`src/rtl/sea_pkg.sv`:
```
// Shared definitions for the SEA byte-serial I/O wrapper: FSM encoding and
// the cipher word/frame geometry.
package sea_pkg;

    typedef enum logic [1:0] {
        LOAD   = 2'd0,
        WAIT   = 2'd1,
        UNLOAD = 2'd2
    } sea_state_t;

    localparam int SEA_HALF_W    = 48;
    localparam int SEA_BLK_BYTES = 18;
    localparam int SEA_RES_BYTES = 12;

endpackage

```
`src/rtl/sea_byte_shifter.sv`:
```
// 96-bit result register: parallel load from the cipher core, then drained
// MSB byte first by shifting left one byte per output handshake.
module sea_byte_shifter
    import sea_pkg::*;
(
    input  logic                    clk,
    input  logic                    rst_n,
    input  logic                    load,
    input  logic                    shift,
    input  logic [2*SEA_HALF_W-1:0] d,
    output logic [7:0]              q_top
);

    logic [2*SEA_HALF_W-1:0] sreg;

    // Load has priority; the FSM never asks for both in the same cycle.
    always_ff @(posedge clk or negedge rst_n) begin
        if (!rst_n) begin
            sreg <= '0;
        end else if (load) begin
            sreg <= d;
        end else if (shift) begin
            sreg <= {sreg[2*SEA_HALF_W-9:0], 8'h00};
        end
    end

    assign q_top = sreg[2*SEA_HALF_W-1 -: 8];

endmodule

```
`src/rtl/sea_byte_io.sv`:
```
// Byte-serial operand feed and result drain around the SEA cipher core:
// 18 bytes in to li/ri/ki, fixed-latency wait, 12 bytes of lio/rio out.
module sea_byte_io
    import sea_pkg::*;
#(
    parameter int unsigned CIPHER_LAT = 3
)
(
    input  logic                  clk,
    input  logic                  rst_n,
    input  logic                  ena,
    input  logic [7:0]            in_byte,
    input  logic                  in_valid,
    output logic                  in_ready,
    output logic [7:0]            out_byte,
    output logic                  out_valid,
    input  logic                  out_ready,
    output logic [SEA_HALF_W-1:0] li,
    output logic [SEA_HALF_W-1:0] ri,
    output logic [SEA_HALF_W-1:0] ki,
    input  logic [SEA_HALF_W-1:0] lio,
    input  logic [SEA_HALF_W-1:0] rio,
    output logic                  busy
);

    sea_state_t state;
    sea_state_t state_next;

    logic [4:0]              byte_cnt;
    logic [3:0]              wait_cnt;
    logic [3*SEA_HALF_W-1:0] opnd;

    logic in_hs;
    logic out_hs;
    logic last_in;
    logic wait_done;
    logic last_out;

    // Every event qualifier already includes ena, so a low ena freezes all state.
    assign in_hs     = in_valid & in_ready;
    assign out_hs    = out_valid & out_ready & ena;
    assign last_in   = in_hs && (byte_cnt == 5'(SEA_BLK_BYTES - 1));
    assign wait_done = (state == WAIT) && ena && (wait_cnt == 4'd1);
    assign last_out  = out_hs && (byte_cnt == 5'(SEA_RES_BYTES - 1));

    always_ff @(posedge clk or negedge rst_n) begin
        if (!rst_n) begin
            state <= LOAD;
        end else if (ena) begin
            state <= state_next;
        end
    end

    always_comb begin
        state_next = state;
        case (state)
            LOAD:    if (last_in)   state_next = WAIT;
            WAIT:    if (wait_done) state_next = UNLOAD;
            UNLOAD:  if (last_out)  state_next = LOAD;
            default: state_next = LOAD;
        endcase
    end

    // in_ready is forced low while reset is held, not just after the first edge.
    always_comb begin
        in_ready  = 1'b0;
        out_valid = 1'b0;
        busy      = 1'b0;
        case (state)
            LOAD:    in_ready = ena & rst_n;
            WAIT:    busy = 1'b1;
            UNLOAD: begin
                out_valid = 1'b1;
                busy      = 1'b1;
            end
            default: ;
        endcase
    end

    // byte_cnt is shared: input byte index in LOAD, output byte index in UNLOAD.
    always_ff @(posedge clk or negedge rst_n) begin
        if (!rst_n) begin
            byte_cnt <= '0;
        end else if (last_in || wait_done || last_out) begin
            byte_cnt <= '0;
        end else if (in_hs || out_hs) begin
            byte_cnt <= byte_cnt + 5'd1;
        end
    end

    always_ff @(posedge clk or negedge rst_n) begin
        if (!rst_n) begin
            wait_cnt <= '0;
        end else if (last_in) begin
            wait_cnt <= 4'(CIPHER_LAT);
        end else if ((state == WAIT) && ena && (wait_cnt != 4'd0)) begin
            wait_cnt <= wait_cnt - 4'd1;
        end
    end

    // Byte 0 lands in the top byte of li, byte 17 in the bottom byte of ki.
    always_ff @(posedge clk or negedge rst_n) begin
        if (!rst_n) begin
            opnd <= '0;
        end else if (in_hs) begin
            for (int i = 0; i < SEA_BLK_BYTES; i++) begin
                if (byte_cnt == 5'(i)) begin
                    opnd[8*(SEA_BLK_BYTES-1-i) +: 8] <= in_byte;
                end
            end
        end
    end

    assign li = opnd[3*SEA_HALF_W-1 -: SEA_HALF_W];
    assign ri = opnd[2*SEA_HALF_W-1 -: SEA_HALF_W];
    assign ki = opnd[SEA_HALF_W-1:0];

    sea_byte_shifter u_shifter (
        .clk   (clk),
        .rst_n (rst_n),
        .load  (wait_done),
        .shift (out_hs),
        .d     ({lio, rio}),
        .q_top (out_byte)
    );

endmodule

```
`config.mk`:
```
export PLATFORM = sky130hd
export DESIGN_NAME = sea_byte_io
export DESIGN_NICKNAME = d
export VERILOG_FILES = /design/src/rtl/sea_pkg.sv /design/src/rtl/sea_byte_shifter.sv /design/src/rtl/sea_byte_io.sv
export SDC_FILE = /design/constraint.sdc
export NUM_CORES = 1
export LEC_CHECK = 0
export BUFFER_PORTS_ARGS = -buffer_cell sky130_fd_sc_hd__clkbuf_2
export CAP_MARGIN = 40
export CORE_UTILIZATION = 53
export DETAILED_ROUTE_END_ITERATION = 10
export PLACE_DENSITY = 0.79
export SYNTH_ARGS = -nofsm -noshare
export SYNTH_HDL_FRONTEND = slang
export SYNTH_SLANG_ARGS = --single-unit
```
`constraint.sdc`:
```
create_clock -name clk -period 2.4 [get_ports clk]
set_input_delay 0.24 -clock clk [delete_from_list [all_inputs] [get_ports clk]]
set_output_delay 0.24 -clock clk [all_outputs]
set_load 0.02 [all_outputs]
```
# --- After elaboration in Yosys (flattened, before gate mapping) ---
# Index checks and enable logic that the tools add are counted.
op_classes:
  reduce_logical: 34
  add_sub_neg: 2
  n_bitwise: 4
  eq_ne: 23
  mux: 13
ops:
  columns: ["operator", "count"]
  rows:
  - ["$mux 96", 2]
  - ["$eq 5x4->1 const B", 8]
  - ["$reduce_and 2->1", 18]
  - ["$eq 5x3->1 const B", 4]
  - ["$eq 5x2->1 const B", 2]
  - ["$eq 5x5->1 const B", 2]
  - ["$mux 5", 2]
  - ["$mux 4", 2]
  - ["$mux 2", 3]
  - ["$ne 2x2->1 const B", 3]
  - ["$pmux 2 s3", 1]
  - ["$reduce_bool 2->1", 3]
  - ["$add 5x1->5 const B", 1]
  - ["$eq 5x1->1 const B", 1]
  - ["$logic_and 1x1->1", 5]
  - ["$logic_not 5->1", 1]
  - ["$and 1x1->1", 4]
  - ["$eq 4x1->1 const B", 1]
  - ["$reduce_and 4->1", 1]
  - ["$reduce_bool 4->1", 1]
  - ["$sub 4x1->4 const B", 1]
  - ["$logic_or 1x1->1", 3]
  - ["$mux 1", 3]
  - ["$eq 2x1->1 const B", 1]
  - ["other kinds (3)", 3]
word_totals:
  ff_bits: 251
  input_bits: 109
  wordCells: 98
  output_inout_bits: 155

# --- Longest topological paths before layout ---
# Gate-level depths: netlist of run 1.
depth:
  word_depth: 7
  ltp_mapped: 9
  ltp_nobuf: 6

# --- Cells and area by module ---
# Synthesis of run 1 repeated with hierarchy kept, for this count alone.
hier_totals:
  hier_cells: 840
  hier_area_um2: 10706.5
modules_own_cells:
  columns: ["module", "n_inst", "seq_area_each_um2", "area_per_inst_um2", "cells_each"]
  rows:
  - ["sea_byte_io", 1, 3878.7, 6249.7, 416]
  - ["sea_byte_shifter", 1, 2402.3, 4456.8, 424]

# --- Worst setup path after synthesis of run 1 ---
# No wires, ideal clock.
synth_timing:
  path_kind: "register -> register"
  start: "register state[0]"
  end: "register opnd[10]"
  n_path_buf: 1
  synth_period_minus_slack_ns: 1.883
  path_slack_ns: 0.517
  arrival_time_ns: 1.758
  setup_ns: 0.125
  stages_incl_launch_ff: 8
  t_required_ns: 2.275
  cell_sequence: "dfrtp_1 -> inv_1 -> ha_1 -> nand4_1 -> nor3_4 -> and3_1 -> buf_4 -> mux2_2"
synth_between:
  elab_chain_len: 4
synth_rtl:
  columns: ["element", "line_no", "source"]
  rows:
  - ["start, declared", "sea_byte_io.sv:26", "sea_state_t state;"]
  - ["start signal, assigned", "sea_byte_io.sv:50", "state <= state_next;"]
  - ["$logic_not 2->1", "sea_byte_io.sv:69", "case (state)"]
  - ["$mux 1", "sea_byte_io.sv:69", null]
  - ["$and 1x1->1", "sea_byte_io.sv:40", "assign in_hs = in_valid & in_ready;"]
  - ["$reduce_and 2->1 (no line)", null, null]
  - ["end signal, assigned by index", "sea_byte_io.sv:108", "opnd[8*(SEA_BLK_BYTES-1-i) +: 8] <= in_byte;"]
  - ["end, declared", "sea_byte_io.sv:31", "logic [3*SEA_HALF_W-1:0] opnd;"]
# No other way between the ends.
# A chain may end at the register's enable or synchronous reset.

# --- Worst setup path after layout of run 1 ---
layout_timing:
  start: "register state[0]"
  end: "register opnd[83]"
# Same word-level chain as after synthesis.

==> results by group, run 1 <==
Status
  • Result of the run: completed

Die
  • Area of the core: 19600 µm²
  • Die area: 20700 µm²
  • Horizontal extent of the die: 144 µm
  • Initial cell density of the core: 0.546
  • Ports: 264
  • Die boundary height: 144 µm
  • Cell Rows: 51

Clock tree
  • Post-CTS setup repair buffer count: 0
  • Clk_lat worst skew: ~0.5 ns
  • Clock-pin slew on the worst setup and hold paths: 0.06 ns
  • TritonCTS Buffers: 26
  • H-Tree Depth: 1
  • Clock root buffer master: sky130_fd_sc_hd__clkbuf_16
  • Clk sink count: 251
  • CTS tree: yes
  • Buffer depth of the longest clock path: 3

Worst hold path
  • Class of the most critical hold timing path: input pin to async pin

Power and ir drop
  • Sequential share of power: 0.443
  • Leakage dissipation: 6.96 nW
  • Relative contribution of the clock network to total power: 0.284
  • Power density relative to cell area: 1010 nW/µm²
  • Total power draw: 14.2 mW
  • Highest ir drop seen on vdd: a little over 600 µV
  • Switching pwr: 4.67 mW
  • Combinational group share of total power: 0.274
  • Internal power summed over all cells: 9.50 mW
  • Switching share of total power: 0.330

Critical path
  • Critical path startpoint category: flip-flop
  • Number of buffer and inverter instances along the worst setup path: 2
  • Largest stage delay, worst path: 0.41 ns
  • Crit end category: flip-flop
  • Family of cells with the greatest summed delay on the critical path: simple AND/OR/NAND/NOR gates
  • Kind of critical path: flip-flop to flip-flop
  • List of cells traversed by the critical path: inv_1, ha_1, and4_1, buf_4, nand3b_4, nor2_4, mux2_2
  • Data arrival at the endpoint of the critical path: between 2 and 3 ns
  • Largest driver fanout on the critical path: 8
  • Required time of the critical path: between 2 and 3 ns
  • Critical-path top delay cell: sky130_fd_sc_hd__dfrtp_1

STA
  • Fmax: between 0.4 and 0.5 GHz
  • Setup repair after global routing missed its margin: no
  • Final count of negative-setup-slack endpoints: 0
  • Max Clock Skew: 0.00600 ns
  • Number of pins exceeding their max-slew limit in the final report: 0
  • Post-route minimum period: between 2 and 2.5 ns
  • Final worst-path cycle share: 0.932
  • Count of final hold-check violations: 0
  • Measured slew at the worst slew-check pin: 1.02 ns
  • Summed negative setup slack over all endpoints: 0 ns
  • Max-slew headroom at the worst pin: 0.318
  • Final WS setup: 0.164 ns

Global routing
  • GRT Total Usage: 0.263
  • Fraction of met1 tracks used by global routing: 0.322
  • Number of global-route vias before repair: 7913
  • Met3 layer usage reported by global route: 0.0464
  • GR Util met2: 0.465
  • Busiest metal layer after global routing: met2
  • Overflow left after global routing: 0
  • Antenna violations before repair: 1
  • Largest net degree at the start of global routing: 194
  • Global-route wire length before repair: between 40000 and 50000 µm

Routing
  • Final WL: roughly 27000 µm
  • Count of antenna-violating nets left after detailed routing: 0
  • First-pass iteration count of the detailed router: 5
  • Total number of vias: 7769
  • Routed len/inst: 18.6 µm
  • Number of remaining DRC errors: 0
  • Number of design-rule violations left by the first detailed-router iteration: 391
  • Via/cell ratio: 5.32

Yosys
  • Post-synthesis net count: ~950
  • Post-Synthesis Cells: 828
  • Predominant post-synthesis flop cell: sky130_fd_sc_hd__dfrtp_1
  • Ys async rst share: 1.00
  • Register bit total from synthesis: about 250
  • Synth Cell Area: 10700 µm²
  • Mean post-synth cell area: 12.9 µm²
  • Number of synthesized flops with an enable pin: 0
  • Part of the Yosys area used for sequential elements: 0.587
  • Synth warnings: 0
  • Number of library cell types mapped by synthesis: 40

Placed design
  • Routability cong.: 0.766
  • Worst slack, placed: 0.165 ns
  • Placed Cells: 1316
  • Count of input and output buffers: 263
  • HPWL after detailed placement: roughly 16000 µm

Layout
  • Net count reported at finish: around 1300
  • Growth of design area from synthesis to finish: 31.4%
  • Ratio of cells with drive above 1 in the final layout: 0.405
  • Most common cell after layout, fill and taps aside: sky130_fd_sc_hd__clkbuf_2
  • Count of non-filler cells in the finished layout: 1460
  • Commonest non-fill, non-tap cells in the layout: sky130_fd_sc_hd__clkbuf_2, sky130_fd_sc_hd__dfrtp_1, sky130_fd_sc_hd__mux2_2

Job
  • Max cap viols: 0
-- per-layer routing --
layer	part of all wire	wire [µm]
met5	0	0
met4	0.033	884
met3	0.059	1590
met2	0.51	13900
met1	0.40	10800
-- cells in the mapped netlist, types with 2 or more instances --
master                     instances  share of area
sky130_fd_sc_hd__a31oi_1           2         0.0012
sky130_fd_sc_hd__nor2_4           11          0.012
sky130_fd_sc_hd__nor3_1            2        0.00094
sky130_fd_sc_hd__mux2i_1          88          0.082
sky130_fd_sc_hd__nand3_2           3         0.0028
sky130_fd_sc_hd__nor2b_1           3         0.0018
sky130_fd_sc_hd__mux2_1            2         0.0021
sky130_fd_sc_hd__and2_1            2         0.0012
sky130_fd_sc_hd__and3_1            4         0.0023
sky130_fd_sc_hd__dfrtp_1         251           0.59
sky130_fd_sc_hd__nor2_1            7         0.0025
sky130_fd_sc_hd__nand2_1         113          0.040
sky130_fd_sc_hd__buf_4            20          0.014
sky130_fd_sc_hd__inv_1             7         0.0025
sky130_fd_sc_hd__clkbuf_1         18         0.0063
sky130_fd_sc_hd__xnor2_1           3         0.0025
sky130_fd_sc_hd__nand3_1           3         0.0014
sky130_fd_sc_hd__a21oi_1           2        0.00094
sky130_fd_sc_hd__mux2_2          143           0.15
sky130_fd_sc_hd__o21ai_0          77          0.036
sky130_fd_sc_hd__buf_2            14         0.0066
sky130_fd_sc_hd__a211oi_1          3         0.0021
sky130_fd_sc_hd__xor2_1            3         0.0025
sky130_fd_sc_hd__nand2_2           2         0.0012
sky130_fd_sc_hd__o21ai_1          20         0.0094
sky130_fd_sc_hd__ha_1             11          0.013
-- kinds of logic (layout without fill, tap and decap cells) --
family                     after synthesis  count (layout)  share of synthesized area
and+or+nand+nor                        160             160                     0.0779
muxes                                  233             233                      0.235
buffers and inverters                   60             426                     0.0297
DFF                                    251             251                      0.587
AOI/OAI and AO/OA                      107             107                     0.0520
xor gates and xnor gates                 6               6                    0.00492
adders and majority gates               11              11                     0.0129
other                                    0               1                          0
-- state kept, by name, summed over array words and instances (netlist names) --
signal          flops
wait_cnt            4
byte_cnt            5
opnd              144
u_shifter.sreg     96
state               2
-- power groups by stage --
stage               clock [mW]  combinational (mW)  sequential, mW
floorplan                    0                1.88            6.80
global placement             0                3.60            6.26
detailed placement           0                3.71            6.31
CTS                       4.09                3.86            6.25
global route              4.25                4.23            6.41
finish                    4.02                3.87            6.27
-- final cells by class --
type / count / area [µm²]
Sequential cell: 251 / 6280
Fill cell: 1325 / 5540
Multi-Input combinational cell: 517 / 4100
Timing Repair Buffer: 372 / 2440
Clock buffer: 39 / 801
Tap cell: 265 / 332
Clock inverter: 7 / 67.6
Inverter: 8 / 30.0
Antenna cell: 1 / 2.50
-- path summary, 6_finish.rpt --
| path | cells past startpoint | from | to | slack, ns |
|---|---|---|---|---|
| worst max register to register | 7 | state[0]$_DFFE_PN0P_ | opnd[83]$_DFFE_PN0P_ | 0.16 |
| min in group clk | 5 | out_ready | byte_cnt[3]$_DFFE_PN0P_ | 0.20 |
| worst max-delay path | 7 | state[0]$_DFFE_PN0P_ | opnd[83]$_DFFE_PN0P_ | 0.16 |
| worst min-delay path | 2 | rst_n | wait_cnt[2]$_DFFE_PN0P_ | 0.14 |
| max in group asynchronous | 3 | rst_n | u_shifter.sreg[20]$_DFFE_PN0P_ | 1.06 |
| worst min register to register | 1 | opnd[74]$_DFFE_PN0P_ | opnd[74]$_DFFE_PN0P_ | 0.48 |
-- per-stage QoR --
step / hold WS (ns) / cell area, µm² / util
3_3_place_gp: 0.0351 / 12200 / 0.623
5_1_grt: 0.139 / 14100 / 0.717
3_5_place_dp: 0.0348 / 12200 / 0.623
4_1_cts: 0.111 / 14100 / 0.717
6_report: 0.139 / 14100 / 0.717
2_1_floorplan: -0.0556 / 10700 / -
-- worst register-to-register path, stage by stage, from the launching register on --
cell	delay, ns
sky130_fd_sc_hd__dfrtp_1	0.41
sky130_fd_sc_hd__inv_1	0.10
sky130_fd_sc_hd__ha_1	0.23
sky130_fd_sc_hd__and4_1	0.39
sky130_fd_sc_hd__buf_4	0.20
sky130_fd_sc_hd__nand3b_4	0.14
sky130_fd_sc_hd__nor2_4	0.27
sky130_fd_sc_hd__mux2_2	0.37
-- timing repair --
action | in CTS | in global routing
hold buffers | 97 | 0
endpoints found under the hold margin | 154 | 0
resized for setup | 0 | 0
Note: power is estimated with default switching activity, not from simulation.
==> run 2, diff against run 1 <==
--- a/config.mk
+++ b/config.mk
@@ -12,4 +12,5 @@
 export PLACE_DENSITY = 0.79
 export SYNTH_ARGS = -nofsm -noshare
 export SYNTH_HDL_FRONTEND = slang
+export SYNTH_HIERARCHICAL = 1
 export SYNTH_SLANG_ARGS = --single-unit
==> results by group, run 2 <==
Yosys
  • Main area contributors after synthesis: sky130_fd_sc_hd__dfrtp_1, sky130_fd_sc_hd__mux2_2, sky130_fd_sc_hd__mux2i_1
  • Post-Synthesis Cells: 840
  • Ranking of synthesized cells by instance count: sky130_fd_sc_hd__dfrtp_1, sky130_fd_sc_hd__mux2_2, sky130_fd_sc_hd__nand2_1
  • Part of the Yosys area used for sequential elements: 0.587
  • Ys async rst share: 1.00
  • Post-synthesis net count: 960
  • Most numerous cell in the Yosys netlist: sky130_fd_sc_hd__dfrtp_1
  • Number of synthesized flops with an enable pin: 0
  • Proportion of netlist area held by the largest area contributor: 0.587
  • Number of library cell types mapped by synthesis: 39
  • Biggest area consumer among synthesized cells: sky130_fd_sc_hd__dfrtp_1
  • Synth Cell Area: 10700 µm²
  • Mean post-synth cell area: 12.7 µm²
  • Synth warnings: 6
  • Predominant post-synthesis flop cell: sky130_fd_sc_hd__dfrtp_1
  • Register bit total from synthesis: ~250

STA
  • Post-route minimum period: 2.21 ns
  • Count of final hold-check violations: 0
  • Final WS setup: 0.189 ns
  • Measured slew at the worst slew-check pin: 0.832 ns
  • Fmax: 0.452 GHz
  • Number of pins exceeding their max-slew limit in the final report: 0
  • Final worst-path cycle share: 0.921
  • Setup repair after global routing missed its margin: no
  • Final count of negative-setup-slack endpoints: 0
  • Summed negative setup slack over all endpoints: 0 ns
  • Max Clock Skew: 0.00687 ns
  • Max-slew headroom at the worst pin: 0.446

Status
  • Result of the run: completed

Layout
  • Number of fillers in the final layout: 1305
  • Growth of design area from synthesis to finish: 32.1%
  • Net count reported at finish: about 1300
  • Most common cell after layout, fill and taps aside: sky130_fd_sc_hd__clkbuf_2
  • Ratio of cells with drive above 1 in the final layout: 0.393
  • Number of flip-flops under the largest register name: 144
  • Largest regs: opnd (144), u_shifter/sreg (96), byte_cnt (5)
  • Area used by multi-input combinational logic: 4010 µm²
  • Register name with the most flops: opnd
  • Commonest non-fill, non-tap cells in the layout: sky130_fd_sc_hd__clkbuf_2, sky130_fd_sc_hd__dfrtp_1, sky130_fd_sc_hd__mux2_2
  • Total area of sequential cells: around 6300 µm²
  • Final Instance Area: 14100 µm²

Clock tree
  • TritonCTS Buffers: 26
  • H-Tree Depth: 1
  • Clock root buffer master: sky130_fd_sc_hd__clkbuf_16
  • Post-cts gate resize count: 0
  • Clk_lat worst skew: 0.52 ns
  • Post-CTS setup repair buffer count: 0
  • Buffer depth of the longest clock path: 3
  • Clock-pin slew on the worst setup and hold paths: around 0.060 ns
  • Clk sink count: 251
  • CTS tree: yes

Power and ir drop
  • Power density relative to cell area: 1080 nW/µm²
  • Total power draw: around 15 mW
  • Highest ir drop seen on vdd: 840 µV
  • Leakage dissipation: 6.91 nW

Routing
  • Number of design-rule violations left by the first detailed-router iteration: 376
  • Final WL: 28600 µm
  • Routed len/inst: 19.4 µm
  • Count of antenna-violating nets left after detailed routing: 0
  • Total number of vias: between 7000 and 8000
  • Via/cell ratio: 5.33
  • Number of remaining DRC errors: 0
  • First-pass iteration count of the detailed router: 5

Critical path
  • Largest driver fanout on the critical path: 8
  • Kind of critical path: flip-flop to flip-flop
  • Critical path startpoint category: flip-flop
  • Data arrival at the endpoint of the critical path: 2.61 ns
  • CP Launch Point: state[0]$_DFFE_PN0P_
  • List of cells traversed by the critical path: inv_1, ha_1, nand3b_4, or3_4, nor3_4, mux2_2
  • Critical-path top delay cell: sky130_fd_sc_hd__or3_4
  • Family of cells with the greatest summed delay on the critical path: simple AND/OR/NAND/NOR gates
  • Number of buffer and inverter instances along the worst setup path: 1
  • Required time of the critical path: 2.80 ns
  • Worst r2r src: state[0]$_DFFE_PN0P_
  • Largest stage delay, worst path: 0.39 ns
  • Crit end category: flip-flop

Worst hold path
  • Class of the most critical hold timing path: input pin to async pin

Global routing
  • Antenna violations before repair: 1
  • GRT Total Usage: 0.273
  • Global-route wire length before repair: 43700 µm
  • Largest net degree at the start of global routing: 159
  • Number of global-route vias before repair: 8401
  • Overflow left after global routing: 0

Placed design
  • DP Area: 12300 µm²
  • Count of input and output buffers: between 200 and 300
  • Routability cong.: 0.823
  • Worst slack, placed: between 0.15 and 0.2 ns
  • HPWL after detailed placement: 17400 µm

Die
  • Horizontal extent of the die: 144 µm
  • Die boundary height: between 100 and 150 µm
  • Area of the core: 19700 µm²
  • Initial cell density of the core: 0.545
  • Die area: 20800 µm²
  • Cell Rows: 51
  • Ports: 264

Job
  • Max cap viols: 0
[run 2: worst reg2reg max path, delay by kind of cell, from the launching register on]
kind	cells	cell delay (ns)
AND/OR/NAND/NOR	3	0.87
multiplexers	1	0.39
flip-flops	1	0.38
adder cells (fa/ha/maj)	1	0.33
buffers and inverters	1	0.11
[run 2: through the flow]
| step | hold WS (ns) | cells | utilization |
|---|---|---|---|
| floorplan | -0.0556 | 840 | - |
| global placement | 0.0495 | 1327 | 0.622 |
| detailed placement | 0.0485 | 1328 | 0.624 |
| CTS | 0.147 | 1470 | 0.719 |
| global route | 0.146 | 1471 | 0.719 |
| finish | 0.141 | 1471 | 0.719 |
[run 2: timing repair]
item / in CTS / in global routing
endpoints found under the hold margin: 144 / 0
setup endpoints to repair: 0 / 0
hold buffers: 97 / 0
[run 2: kinds of logic (layout without fill, tap and decap cells)]
group,count (synthesis),count (layout),share of synthesized area
multiplexers,232,232,0.234
other,0,1,0
adder cells (fa/ha/maj),11,11,0.0129
flip-flops,251,251,0.587
AND/OR/NAND/NOR,158,158,0.0691
AO/OA/AOI/OAI,111,111,0.0543
XOR/XNOR,6,6,0.00491
buffers and inverters,71,436,0.0384
[run 2: path summary, 6_finish.rpt]
path,to,slack [ns],depth (start not counted)
worst max register to register,opnd[134]$_DFFE_PN0P_,0.19,6
worst max-delay path,opnd[134]$_DFFE_PN0P_,0.19,6
worst min-delay path,byte_cnt[2]$_DFFE_PN0P_,0.14,2
max in group asynchronous,u_shifter/sreg[29]$_DFFE_PN0P_,1.23,3
worst min register to register,opnd[29]$_DFFE_PN0P_,0.51,1
min in group clk,byte_cnt[3]$_DFFE_PN0P_,0.27,5
[run 2: area by class of cell]
class                   count  share of cell area
repair buffers            378               0.181
multi-input cells         518               0.284
flip-flops and latches    251               0.444
inverters                  13             0.00381
clock buffers              41              0.0572
well taps                 265              0.0235
clock inverters             4             0.00673
diodes                      1            0.000177
[run 2: where the power goes]
part | internal [mW] | switching, mW
Combinational | 1.86 | 2.55
Sequential | 5.67 | 0.936
Clock | 2.61 | 1.61
Total | 10.1 | 5.09
[run 2: layer usage]
layer,routed length [µm],global-route usage,vias to the layer above,part of all wire
met1,11100,0.317,3860,0.39
met2,14100,0.474,327,0.49
met4,923,0.0970,0,0.032
met3,2440,0.0871,71,0.085
li1,-,-,3587,-
met5,0,0,-,0
